==> config.mk <==
export PLATFORM = sky130hd
export DESIGN_NAME = doorway_beam_generator
export DESIGN_NICKNAME = d
export VERILOG_FILES = /design/src/rtl/doorway_beam_generator.sv
export SDC_FILE = /design/constraint.sdc
export NUM_CORES = 1
export LEC_CHECK = 0
export CAP_MARGIN = 30
export CORE_MARGIN = 4
export CORE_UTILIZATION = 35
export DETAILED_ROUTE_END_ITERATION = 7
export DONT_BUFFER_PORTS = 1
export PLACE_DENSITY_LB_ADDON = 0.05
export SLEW_MARGIN = 40
export SYNTH_ARGS = -nofsm -noshare
export SYNTH_HDL_FRONTEND = slang
export SYNTH_SLANG_ARGS = --single-unit
==> constraint.sdc <==
create_clock -name clk -period 2.93 [get_ports clk]
set_clock_uncertainty 0.2 [all_clocks]
set_input_delay 0.293 -clock clk [delete_from_list [all_inputs] [get_ports clk]]
set_output_delay 0.293 -clock clk [all_outputs]
set_load 0.05 [all_outputs]
==> src/rtl/doorway_beam_generator.sv <==
// doorway_beam_generator
//
// Emulates the two-photocell waveform a person produces when walking through
// a doorway. Each accepted command plays four phases (PA, PB, PC, GAP) of D
// cycles each on the outer (wej) and inner (wyj) beams, where D = max(dwell,1).
// Beams idle high (unbroken). Used as an on-chip sensor emulator for self-test
// and for driving the people counter.
//
// Ports:
//   clk        clock, rising edge
//   nrst       asynchronous active-low reset
//   cmd_valid  command offered
//   cmd_ready  generator idle, command accepted on cmd_valid && cmd_ready
//   cmd_dir    0 = entry, 1 = exit (sampled at accept)
//   cmd_balk   turn-back passage (sampled at accept, only honoured with the
//              optional feature enabled)
//   dwell      cycles per phase, 0 treated as 1 (sampled at accept)
//   wej, wyj   outer / inner beam, 1 = unbroken, registered
//   busy       passage in progress
//   done       one-cycle pulse when a passage finishes
//   ent_cnt    completed entries, modulo 256
//   ext_cnt    completed exits, modulo 256
//
// Optional feature macro: DOORWAY_GEN_BALK_EN
//   defined     : cmd_balk = 1 plays a turn-back sequence (PC repeats PA's
//                 pattern) and does not bump either counter
//   not defined : cmd_balk is ignored, every command is a full passage
//
// States:
//   state | meaning
//   IDLE  | beams 11, cmd_ready high, waiting for a command
//   PA    | first beam broken (entry: outer, exit: inner)
//   PB    | both beams broken
//   PC    | second beam only (or first beam again on a balk)
//   GAP   | both beams clear, spacing before the next passage

module doorway_beam_generator #(
  parameter int DWELL_W = 8
) (
  input  logic               clk,
  input  logic               nrst,
  input  logic               cmd_valid,
  output logic               cmd_ready,
  input  logic               cmd_dir,
  input  logic               cmd_balk,
  input  logic [DWELL_W-1:0] dwell,
  output logic               wej,
  output logic               wyj,
  output logic               busy,
  output logic               done,
  output logic [7:0]         ent_cnt,
  output logic [7:0]         ext_cnt
);

  typedef enum logic [2:0] {
    IDLE = 3'd0,
    PA   = 3'd1,
    PB   = 3'd2,
    PC   = 3'd3,
    GAP  = 3'd4
  } state_t;

  localparam logic [DWELL_W-1:0] DWELL_ONE  = {{(DWELL_W-1){1'b0}}, 1'b1};
  localparam logic [DWELL_W-1:0] DWELL_ZERO = '0;
  localparam logic [7:0]         CNT_ONE    = 8'd1;

  state_t             state;
  logic [DWELL_W-1:0] phase_cnt;
  logic [DWELL_W-1:0] dwell_m1;
  logic               dir_q;
  logic               balk_q;
  logic               balk_in;
  logic [DWELL_W-1:0] dwell_in_m1;

`ifdef DOORWAY_GEN_BALK_EN
  assign balk_in = cmd_balk;
`else
  logic unused_balk;
  assign unused_balk = cmd_balk;
  assign balk_in     = 1'b0;
`endif

  // Phase length minus one; dwell of 0 behaves as 1, so both load 0.
  assign dwell_in_m1 = (dwell == DWELL_ZERO) ? DWELL_ZERO : (dwell - DWELL_ONE);

  assign cmd_ready = (state == IDLE);
  assign busy      = (state != IDLE);

  // Beam pattern {wej,wyj} shown while in state s. Consecutive patterns of a
  // sequence differ in one bit only, so the beams never glitch through 00/11.
  function automatic logic [1:0] beam_pat(input state_t s, input logic dir,
                                          input logic balk);
    logic [1:0] p;
    case (s)
      PA:      p = dir ? 2'b10 : 2'b01;
      PB:      p = 2'b00;
      PC:      p = balk ? (dir ? 2'b10 : 2'b01) : (dir ? 2'b01 : 2'b10);
      default: p = 2'b11;
    endcase
    return p;
  endfunction

  function automatic state_t next_phase(input state_t s);
    state_t n;
    case (s)
      PA:      n = PB;
      PB:      n = PC;
      PC:      n = GAP;
      default: n = IDLE;
    endcase
    return n;
  endfunction

  always_ff @(posedge clk or negedge nrst) begin
    if (!nrst) begin
      state     <= IDLE;
      phase_cnt <= '0;
      dwell_m1  <= '0;
      dir_q     <= 1'b0;
      balk_q    <= 1'b0;
      wej       <= 1'b1;
      wyj       <= 1'b1;
      done      <= 1'b0;
      ent_cnt   <= '0;
      ext_cnt   <= '0;
    end else begin
      done <= 1'b0;
      case (state)
        IDLE: begin
          if (cmd_valid) begin
            state      <= PA;
            phase_cnt  <= dwell_in_m1;
            dwell_m1   <= dwell_in_m1;
            dir_q      <= cmd_dir;
            balk_q     <= balk_in;
            {wej, wyj} <= beam_pat(PA, cmd_dir, balk_in);
          end
        end
        default: begin
          // Every phase holds for dwell_m1+1 cycles: the counter is loaded
          // with D-1 and the phase advances on the edge where it reads 0.
          if (phase_cnt != DWELL_ZERO) begin
            phase_cnt <= phase_cnt - DWELL_ONE;
          end else begin
            state      <= next_phase(state);
            phase_cnt  <= dwell_m1;
            {wej, wyj} <= beam_pat(next_phase(state), dir_q, balk_q);
            if (state == GAP) begin
              done <= 1'b1;
              if (!balk_q) begin
                if (dir_q) ext_cnt <= ext_cnt + CNT_ONE;
                else       ent_cnt <= ent_cnt + CNT_ONE;
              end
            end
          end
        end
      endcase
    end
  end

endmodule
==> results.yml <==
cells_and_area:
  count_of_nets_after_finishing: 233
  regArea_sq_um: 978
  fillerInstances: 600
  multi_input_area_sq_um: 1060
  syn_to_final_growth_pct: 11.5
  insertedDiodeCount: 0
  final_layout_size_suffix_gt1_frac: 0.150
  final-instance-count-excl-fill: 289
yosys:
  synth.most_common_cell: "dfrtp_1"
  synth.area.top_cells: "dfrtp_1 44%, xnor2_1 5.0%, o21ai_0 3.8%, xor2_1 3.7%, ha_1 3.6%"
  synth_enable_flop_cells: 0
  synthesis.instances: 207
  synth_flop_cell: "dfrtp_1"
  ys_seq_area_frac: 0.464
  ys_async_sr_fraction: 1.00
  synth.top_cell.area_share: 0.439
  netlist-cell-type-count: 41
  syn-mean-instance-area_sq_um: 10.2
  yosys-top-cells-count: "37 x dfrtp_1, 19 x nand2_1, 16 x o21ai_0, 12 x nor2_1, 12 x xnor2_1"
  yosys_register_bits: 39
  synth.net_count: 226
  synth.cell_area_sq_um: 2110
  synth_top_cell_by_area: "dfrtp_1"
  synth_warnings: 0
sta:
  setup_tns_ns: 0
  worst_slew_pin_slew_ns: 0.632
  max_freq_mhz: 438
  finalSetupViolations: 0
  report.final.slew_viol_count: 0
  hold_violations: 0
  fin_ws_ns: 0.649
  finalCritPeriodShare: 0.779
  timing.slew.headroom: 0.578
  final.min_clock_period_ns: 2.28
  unrepaired_setup_endpoints_after_global_routing: "false"
floorplanning:
  die_h_um: 85.6
  num_io_pins: 34
  placement_rows: 28
  coreArea_sq_um: 5890
  design.die.area_sq_um: 7330
  die_width_um: 85.6
  start_util: 0.358
worst_setup_path:
  worst-endpoint-required_ns: 2.90
  crit-reg2reg-capture: "phase_cnt[3]$_DFFE_PN0P_"
  cells_on_worst_reg2reg_path: 6
  rrSetupSlack_ns: 0.65
  critical_path.startpoint_type: "register"
  critical_path_class: "reg -> reg"
  crit-reg2reg-launch: "phase_cnt[0]$_DFFE_PN0P_"
  setup.worst_path.end_class: "register"
  critPathMaxFanout: 8
  crit_arrival_ns: 2.25
route:
  met2RoutedLength_um: 2200
  detailedRoute.firstIterationViolations: 37
  met1Wirelength_um: 2180
  wl_met3_um: 306
  ant_nets: 0
  drc_errors: 0
  via_per_inst: 5.43
  highest_metal_layer_used_by_the_detailed_router: "met4"
  drt-wirelength-per-cell_um: 16.3
  finalWirelength_um: 4730
  detail_route.first_pass.iterations: 4
  detailroute.via_count: 1569
clocking:
  ctsLongestPathBuffers: 2
  cts_inserted_buffers: 5
  worstSkewPairLatency_ns: 0.29
  clkTransAtPathRegs_ns: 0.08
  tritoncts_num_sinks: 39
  cts_setup_buffers: 0
  hold_buffers: 3
  cell_at_the_root_of_the_clock_tree: "clkbuf_8"
  cts_tree: "yes"
  cts_htree_levels: 2
  post_cts.resized_instances: 0
global_routing:
  grt_max_degree: 40
  grt_antenna_before_repair: 0
  track_usage: 0.134
  first_pass_grt_wire_length_um: 7810
  globalRouteOverflowTotal: 0
  grt_pass1_vias: 1579
hold_path:
  min_delay_endpoint: "phase_cnt[1]$_DFFE_PN0P_"
  holdPathStages: 2
  worst_hold_startpoint: "cmd_valid"
  hold_path.class: "in -> reg"
power_and_ir_drop:
  fin_total_pwr_uw: 1510
  leakage_uw: 0.00102
  power_density_nw_per_um2: 644
  power.ir.vdd_worst_uv: 240
place:
  dpl.cell_count: 279
  gpl.final_weighted_congestion: 0.778
  port-buffer-count: 0
  dpl.hpwl_um: 3490
  pre_cts_slack_ns: 0.647
status:
  status: "finished clean"
run:
  maxCapViolCount: 0
==> where the power goes <==
part	leakage (uW)	internal [uW]	total (uW)	switching [uW]
combinational	0.000470	160	316	157
sequential	0.000503	625	757	132
clock	0.0000502	249	441	192
==> worst max-delay path by stage <==
stage / startpoint / endpoint / slack [ns] / cells after the start
final: phase_cnt[0]$_DFFE_PN0P_ / phase_cnt[3]$_DFFE_PN0P_ / 0.65 / 6
after detailed placement: phase_cnt[0]$_DFFE_PN0P_ / phase_cnt[3]$_DFFE_PN0P_ / 0.65 / 6
after global routing: phase_cnt[0]$_DFFE_PN0P_ / phase_cnt[3]$_DFFE_PN0P_ / 0.49 / 6
after CTS: phase_cnt[0]$_DFFE_PN0P_ / phase_cnt[3]$_DFFE_PN0P_ / 0.63 / 6
after global placement: phase_cnt[0]$_DFFE_PN0P_ / phase_cnt[3]$_DFFE_PN0P_ / 0.68 / 6
after floorplan: state[0]$_DFFE_PN0P_ / phase_cnt[0]$_DFFE_PN0P_ / 0.71 / 5
==> layer usage <==
metal / vias up / global-route usage
met5: - / 0
met4: 0 / 0.0302
met3: 4 / 0.0471
met2: 36 / 0.216
met1: 776 / 0.172
li1: 753 / -
==> critical path, cell delays in order, from the launching register on <==
cell and delay (ns):
dfrtp_1 0.45, inv_1 0.11, ha_1 0.21, or3b_2 0.54, nor2_4 0.23, o21ai_0 0.13
a221o_1 0.29
==> kinds of logic after synthesis <==
family / after synthesis / share of synthesized area
buffers and inverters: 18 / 0.0344
flip-flops: 39 / 0.464
AND/OR/NAND/NOR: 74 / 0.202
AO/OA/AOI/OAI: 40 / 0.130
adder cells (fa/ha/maj): 6 / 0.0356
multiplexers: 9 / 0.0463
XOR/XNOR: 21 / 0.0872
==> metrics by stage <==
stage / hold slack (ns) / utilization / area [sq um]
global placement: -0.201 / 0.375 / 2200
finish: 0.0232 / 0.399 / 2350
CTS: 0.0149 / 0.399 / 2350
detailed placement: -0.201 / 0.375 / 2200
global route: 0.0244 / 0.399 / 2350
floorplan: -0.203 / - / 2110
==> area by class of cell <==
cell class / instances / share of cell area
Clock buffer: 5 / 0.0293
Clock inverter: 2 / 0.0160
Inverter: 10 / 0.0160
Multi-Input combinational cell: 150 / 0.450
Sequential cell: 39 / 0.416
Tap cell: 75 / 0.0399
Timing Repair Buffer: 8 / 0.0330
==> flip-flops by register name, indices dropped and copies added, names as in the netlist <==
signal and count:
dir_q 1, done 1, dwell_m1 8, ext_cnt 8, wej 1, phase_cnt 8
ent_cnt 8, state 3, wyj 1
==> layout by cell type, fill, tap and decap left out, types with 7 or more instances in the layout <==
| cell type | netlist | layout |
|---|---|---|
| nand3_1 | 7 | 7 |
| nor2_1 | 12 | 12 |
| nand2_1 | 19 | 19 |
| xnor2_1 | 12 | 12 |
| xor2_1 | 9 | 9 |
| inv_1 | 10 | 10 |
| dfrtp_1 | 37 | 37 |
| a21oi_1 | 9 | 9 |
| o21ai_0 | 16 | 16 |
(Power assumes the default switching activity.)
